## src/rtl/mirror_check.sv

```systemverilog
// mirror_check: splits a decimal number of known digit count into its upper
// and lower digit halves. It uses an iterative power-of-ten build and a
// restoring divider, then reports whether the two halves are numerically equal.
module mirror_check #(
    parameter int DATA_W = 34,
    parameter int HALF_W = 17
) (
    input  logic              clk,
    input  logic              rst,
    input  logic              en,
    input  logic              start,
    input  logic [DATA_W-1:0] in,
    input  logic [3:0]        len,
    output logic              busy,
    output logic              done,
    output logic              match,
    output logic [HALF_W-1:0] hi,
    output logic [HALF_W-1:0] lo
);

    localparam int REM_W = DATA_W + 1;

    typedef enum logic [2:0] {
        IDLE = 3'd0,
        POW  = 3'd1,
        DIV  = 3'd2,
        CMP  = 3'd3,
        DONE = 3'd4
    } state_t;

    state_t            state, state_n;
    logic [REM_W-1:0]  p, p_n;
    logic [REM_W-1:0]  rem, rem_n;
    logic [DATA_W-1:0] quo, quo_n;
    logic [5:0]        cnt, cnt_n;
    logic [HALF_W-1:0] hi_n, lo_n;
    logic              match_n, done_n, busy_n;
    logic              len_ok;
    logic [REM_W-1:0]  shifted;
    logic              ge;

    // multiply by ten using only shifts and an add
    function automatic logic [REM_W-1:0] times_ten(input logic [REM_W-1:0] v);
        return (v << 3) + (v << 1);
    endfunction

    // one restoring-division step: shift in the next dividend bit and
    // subtract the divisor only if the result would stay non-negative
    function automatic logic [REM_W-1:0] div_step(input logic [REM_W-1:0] r,
                                                  input logic [REM_W-1:0] d,
                                                  input logic             take);
        return take ? (r - d) : r;
    endfunction

    // a number can only be split evenly when it has an even, non-zero digit
    // count within range; a zero value carries no digits to mirror
    assign len_ok = (len[0] == 1'b0) && (len >= 4'd2) && (len <= 4'd10) &&
                    (in != '0);

    // state register and all datapath/output registers, frozen when en=0
    always_ff @(posedge clk) begin
        if (rst) begin
            state <= IDLE;
            p     <= '0;
            rem   <= '0;
            quo   <= '0;
            cnt   <= '0;
            hi    <= '0;
            lo    <= '0;
            match <= 1'b0;
            done  <= 1'b0;
            busy  <= 1'b0;
        end else if (en) begin
            state <= state_n;
            p     <= p_n;
            rem   <= rem_n;
            quo   <= quo_n;
            cnt   <= cnt_n;
            hi    <= hi_n;
            lo    <= lo_n;
            match <= match_n;
            done  <= done_n;
            busy  <= busy_n;
        end
    end

    // next-state and next-register values for every state
    always_comb begin
        state_n = state;
        p_n     = p;
        rem_n   = rem;
        quo_n   = quo;
        cnt_n   = cnt;
        hi_n    = hi;
        lo_n    = lo;
        match_n = match;
        done_n  = 1'b0;
        shifted = {rem[REM_W-2:0], quo[DATA_W-1]};
        ge      = (shifted >= p);

        case (state)
            IDLE: begin
                if (start) begin
                    quo_n   = in;
                    rem_n   = '0;
                    p_n     = {{(REM_W-1){1'b0}}, 1'b1};
                    hi_n    = '0;
                    lo_n    = '0;
                    match_n = 1'b0;
                    if (len_ok) begin
                        state_n = POW;
                        cnt_n   = {3'b000, len[3:1]};
                    end else begin
                        state_n = DONE;
                        cnt_n   = '0;
                        done_n  = 1'b1;
                    end
                end
            end
            POW: begin
                p_n   = times_ten(p);
                cnt_n = cnt - 6'd1;
                if (cnt == 6'd1) begin
                    state_n = DIV;
                    cnt_n   = 6'(DATA_W);
                    rem_n   = '0;
                end
            end
            DIV: begin
                rem_n = div_step(shifted, p, ge);
                quo_n = {quo[DATA_W-2:0], ge};
                cnt_n = cnt - 6'd1;
                if (cnt == 6'd1) begin
                    state_n = CMP;
                end
            end
            CMP: begin
                hi_n    = quo[HALF_W-1:0];
                lo_n    = rem[HALF_W-1:0];
                match_n = ({1'b0, quo} == rem);
                state_n = DONE;
                done_n  = 1'b1;
            end
            DONE: begin
                state_n = IDLE;
            end
            default: begin
                state_n = IDLE;
            end
        endcase

        busy_n = (state_n != IDLE);
    end

endmodule
```

## config.mk

```make
export PLATFORM = sky130hd
export DESIGN_NAME = mirror_check
export DESIGN_NICKNAME = d
export VERILOG_FILES = /design/src/rtl/mirror_check.sv
export SDC_FILE = /design/constraint.sdc
export NUM_CORES = 1
export LEC_CHECK = 0
export BUFFER_PORTS_ARGS = -buffer_cell sky130_fd_sc_hd__buf_2
export CAP_MARGIN = 25
export CORE_ASPECT_RATIO = 1.25
export CORE_MARGIN = 4
export CORE_UTILIZATION = 26
export CTS_CLUSTER_SIZE = 40
export DETAILED_ROUTE_END_ITERATION = 6
export PLACE_DENSITY = 0.45
export SKIP_CTS_REPAIR_TIMING = 1
export SYNTH_ARGS = -nofsm -noshare
export SYNTH_HDL_FRONTEND = slang
export SYNTH_SLANG_ARGS = --single-unit
```

## constraint.sdc

```tcl
create_clock -name clk -period 3.05 [get_ports clk]
set_input_delay 0.61 -clock clk [delete_from_list [all_inputs] [get_ports clk]]
set_output_delay 0.61 -clock clk [all_outputs]
set_load 0.03 [all_outputs]
```

; After elaboration in Yosys (flattened, before gate mapping)
; Index checks and enable logic that the tools add are counted.
[op_classes]
eq_ne = 7
magnitude_cmp = 3
n_addsub = 3
n_div = 0
n_shift = 0
reduce_logical = 15
mul = 0
bitwise_logic = 1
muxes = 25
[op_table]
columns = op, n
row1 = 35-bit two-way mux, 4
row2 = 35-bit case mux with 3 select lines, 1
row3 = 35-bit case mux with 2 select lines, 1
row4 = 17-bit case mux with 2 select lines, 2
row5 = 34-bit case mux with 2 select lines, 1
row6 = 35-bit adder, 1
row7 = 34-bit by 35-bit equality test with 1-bit output, 1
row8 = 35-bit >= comparator, 1
row9 = 35-bit subtractor, 1
row10 = 34-bit two-way mux, 1
row11 = 34-bit nonzero test, 1
row12 = 6-bit case mux with 3 select lines, 1
row13 = 17-bit two-way mux, 1
row14 = 3-bit two-way mux, 5
row15 = 6-bit two-way mux, 2
row16 = 3-bit case mux with 4 select lines, 1
row17 = 3-bit AND reduction, 4
row18 = "3-bit by 2-bit equality test with 1-bit output, second input constant", 2
row19 = "6-bit by 1-bit equality test with 1-bit output, second input constant", 1
row20 = 2-bit nonzero test, 3
row21 = 3-bit nonzero test, 2
row22 = "6-bit by 1-bit subtractor with 6-bit output, second input constant", 1
row23 = "4-bit by 2-bit >= comparator with 1-bit output, second input constant", 1
row24 = "4-bit less-or-equal comparator, second input constant", 1
row25 = 8 further kinds, 14
[totals]
word_cells = 64
memories = 0
register_bits = 150
mem_bits_rw = 0
inputBits = 42
out_inout_bits = 37
latch_bits = 0
romBits = 0

; Longest topological paths before layout
[depth]
depth_word = 8
depth_mapped = 15

; Least setup slack after synthesis
; Ideal clock, no wire load.
[synth_timing]
path_type = register to register
from = register p[0]
to = register p[27]
arrival_ns = 2.741
path_stages_with_launch = 13
path_slack_ns = 0.181
synth_period_minus_slack_ns = 2.869
cell_sequence = dfxtp_1 > ha_1 > fa_1 > a211oi_1 > o21ai_0 > a21oi_1 > o211ai_1 > a31oi_1 > o21bai_1 > a221o_1 > a21oi_1 > xor2_1 > o21ai_0
[synth_between]
elab_chain_cells = 2
[synth_lines]
columns = element, line
row1 = from (decl), 32  ; logic [REM_W-1:0] p, p_n;
row2 = from (signal assigned), 75  ; p <= p_n;
row3 = 35-bit adder, 44  ; return (v << 3) + (v << 1);
row4 = 35-bit case mux with 2 select lines, 101  ; case (state)
; Every way passes these cells.
; A chain may end at the register's enable or synchronous reset.

; Final worst setup path
[layout_timing]
from = register p[8]
to = register rem[9]
[layout_between]
elab_chain_cells = 3
elab_cells_between_ends = 4
cone_classes = 1 x add/sub / 1 x order compare / 2 x mux
[layout_lines]
columns = element, line
row1 = 35-bit subtractor / 35-bit >= comparator (equally long branches), "52, 99"
row2 = 35-bit two-way mux (*), 52  ; return take ? (r - d) : r;
row3 = 35-bit case mux with 3 select lines (*), 101
row4 = to (signal assigned), 76  ; rem <= rem_n;
row5 = to (decl), 33  ; logic [REM_W-1:0] rem, rem_n;
; Every way passes the cells marked *; elsewhere a longest branch is shown, timed or not.

==> impl_metrics.ini <==
[status]
status = completed

[worst_setup_path]
r2r-end = rem[9]
cp_slowest_cell = dfxtp_2
r2r_start = p[8]
path_common_cell = buf_4
critPathMaxFanout = 8
rrSetupSlack_ps = 30
crit_type = reg -> reg
critical-path-top-delay-family = simple AND/OR/NAND/NOR gates
path_cells = inv_2 > ha_4 > buf_4 > nand4_1 > or2_1 > buf_4 > nor4_4 > buf_4 > nand4_1 > nand3_2 > a21o_1 > a41oi_4 > buf_8 > clkbuf_16 > nor2_1 > a21oi_1 > o21ai_0
worst_setup_path_end_kind = register
cp.required_ps = 3420
critPathMaxStageDelay_ps = 340
crit_path_start_kind = register
arrival_ps = 3390
reg2reg_depth = 17
worst-path-buf-inv = 6

[logic_synthesis]
synth_mux_area_share_pct = 1.17
postSynthAreaPerCell_sq_um = 7.77
seq_area_frac_synth_pct = 31.5
synth_xor_area_share_pct = 8.72
synth.distinct_cells = 62
synth_top_family_by_area = compound AO/OA/AOI/OAI gates
yosys.area.top_type = dfxtp_1
yosys.area_share.simple_pct = 19.1
synthTopCellsByArea = dfxtp_1 (31%), ha_1 (8.9%), nand2_1 (5.8%), nor2_1 (5.7%), xor2_1 (5.1%)
synth_commonest_cells = dfxtp_1 (150), nand2_1 (147), nor2_1 (146), a21oi_1 (93), o21ai_0 (72)
synth.top_cell.area_share_pct = 31.5
synthAdderAreaFrac_pct = 9.34
synthArstFlopShare_pct = 0
synth_flop_cell = dfxtp_1
ys_seq_elements = 150
synth-warning-count = 0
synth_compound_area_share_pct = 25.5
syn_nets = 1340
syn-instance-count = 1228
synth_most_common_cell = dfxtp_1
synth_area_sq_mm = 0.00954
synth-edff-count = 0

[timing]
maxSlewViolCount = 0
period_share_pct = 99.0
rsz0062_at_grt = true
timing.fmax_ghz = 0.331
finalSetupTns_ps = 0
maxSlewHeadroom_pct = 30.3
worst_pin_slew_ps = 1040
period_minus_slack_ps = 3020
finalHoldViolations = 0
clock_skew_ps = 8.36
setup_viol = 0

[global_routing]
use_met2_pct = 28.6
antenna_found_initial = 0
met3_usage_pct = 1.65
first_global_vias = 9192
grt.busiest_layer = met2
track_usage_pct = 16.0
grt_max_degree = 68
gr-usage-met1_pct = 19.4
overflow = 0
grt_pass1_wl_um = 50100

[floorplan]
num_rows = 78
die_y_um = 222
core_area_sq_mm = 0.0363
die_x_um = 179
io_pins = 79
dieArea_sq_mm = 0.0398
start_util_pct = 26.3

[layout]
fin_nets = 1535
n_antenna_cell = 0
area_growth_pct = 33.9
n_fill_cell = 3872
drive_above_1_share_pct = 25.6

[route]
routed_via_density = 4.96
vias = 9504
routedWlPerCell_um = 17.3
ant_nets = 0
first_pass_iters = 5
drt_wl_total_um = 33100
remaining_drc_errors = 0
drtIter0Drc = 504

[cts]
tritoncts = done
cts.sinks = 150
cts-root-buf = clkbuf_16
path_clk_slew_ps = 70
htree_num_levels = 4
clockBufferDepth = 2
cts_buffers = 17
clk_latency_ps = 450

[power_and_ir_drop]
power.internal_w = 0.00372
p_sw_share_pct = 26.5
p_comb_share_pct = 11.5
cellLeakagePower_nw = 5.55
seq_power_share_pct = 41.1
ir_drop_mv = 0.374
p_per_area_mw_per_mm2 = 396
p_switching_w = 0.00134
total_power_w = 0.00505
power_frac_clock_pct = 47.4

[placement]
gp_congestion = 0.837
io_buffers = 78
hpwl_um = 25400

[worst_hold_path]
hold_path.class = in -> reg
whs_endpoint = state[2]
holdPathStages = 3
hp-start = en

[flow_run]
cap_viol_max_count = 0
[layout by cell type (no fill, tap or decap), types with 5 or more instances in the layout]
master     Yosys  final
dfxtp_1      150    140
xor2_1        56     55
nor2_2         0      7
and3_1         9      8
a21oi_2        0      9
buf_4          1    147
dfxtp_2        0      6
a311oi_1      33     33
clkinv_4       0      5
o31ai_1        6      5
nor4_1        19     18
nand3_1       17     16
inv_2          0      6
o21a_1         5      5
nand2b_1      14     14
ha_1          68     53
bufinv_16      0      5
xnor2_1       39     39
o21ai_0       72     58
mux2i_1       10     10
a22oi_1       53     53
ha_4           0     13
inv_1         56     50
o21bai_1      14     13
nand4_1       12     12
nand2_1      147    144
o211ai_1       7      7
nor3_1        20     17
o21ai_2        0      5
o21ai_1       12     20
a21oi_1       93     84
buf_2          4     77
nor2_1       146    139
buf_6          1      6
clkbuf_16      0     19
a211oi_1       9      7
a31oi_1       10      7
a21o_1        30     30
[worst max path at each step]
stage	from	endpoint	slack (ps)	depth (start not counted)
finish	p[8]	rem[9]	30	17
detailed placement	p[3]	rem[29]	-190	12
floorplan	p[0]	p[27]	180	12
CTS	p[8]	rem[4]	-240	13
global route	p[8]	rem[24]	-20	15
global placement	p[3]	rem[29]	-140	12
[registers in the layout (all words and copies together) (netlist names)]
register and flops:
hi 17, quo 34, p 35, rem 35, busy 1, state 3, cnt 6, match 1
done 1, lo 17
[layer usage]
layer | wire length, um | vias to the layer above
li1 | - | 4804
met1 | 14300 | 4504
met2 | 16900 | 149
met3 | 828 | 47
met4 | 994 | 0
met5 | 0 | -
[power groups by stage]
stage	clock network (W)	registers (W)	logic [W]
floorplan	0	0.00209	0.000337
global placement	0	0.00212	0.000534
detailed placement	0	0.00212	0.000535
CTS	0.00244	0.00208	0.000537
global route	0.00252	0.00208	0.000643
finish	0.00240	0.00208	0.000584
[per-stage QoR]
stage	setup slack (ps)	hold WS [ps]	utilization [%]	cells	area [sq um]
final	31.3	422	35.2	1916	12800
after global routing	-19.1	435	35.2	1916	12800
after CTS	-237	406	33.3	1903	12100
after detailed placement	-194	453	31.5	1871	11400
after global placement	-139	452	31.5	1871	11400
after floorplan	181	443	-	1228	9540
[final cells by class]
type	count	area (sq um)	area share, %
multi-input cells	963	6630	51.9
clock buffers	17	425	3.33
well taps	480	601	4.70
clock inverters	15	228	1.78
repair buffers	235	1660	13.0
flip-flops and latches	150	3030	23.7
inverters	56	210	1.64
[kinds of logic after synthesis]
logic type	after synthesis
AOI/OAI and AO/OA	374
xor gates and xnor gates	95
adders and majority gates	70
buffers and inverters	115
DFF	150
muxes	11
and+or+nand+nor	413
[worst reg2reg max path, cell delays in order (launching register included)]
cell	delay, ps
dfxtp_2	340
inv_2	40
ha_4	260
buf_4	130
nand4_1	140
or2_1	290
buf_4	150
nor4_4	240
buf_4	160
nand4_1	170
nand3_2	130
a21o_1	160
a41oi_4	70
buf_8	210
clkbuf_16	160
nor2_1	100
a21oi_1	40
o21ai_0	160
(Power assumes the default switching activity.)
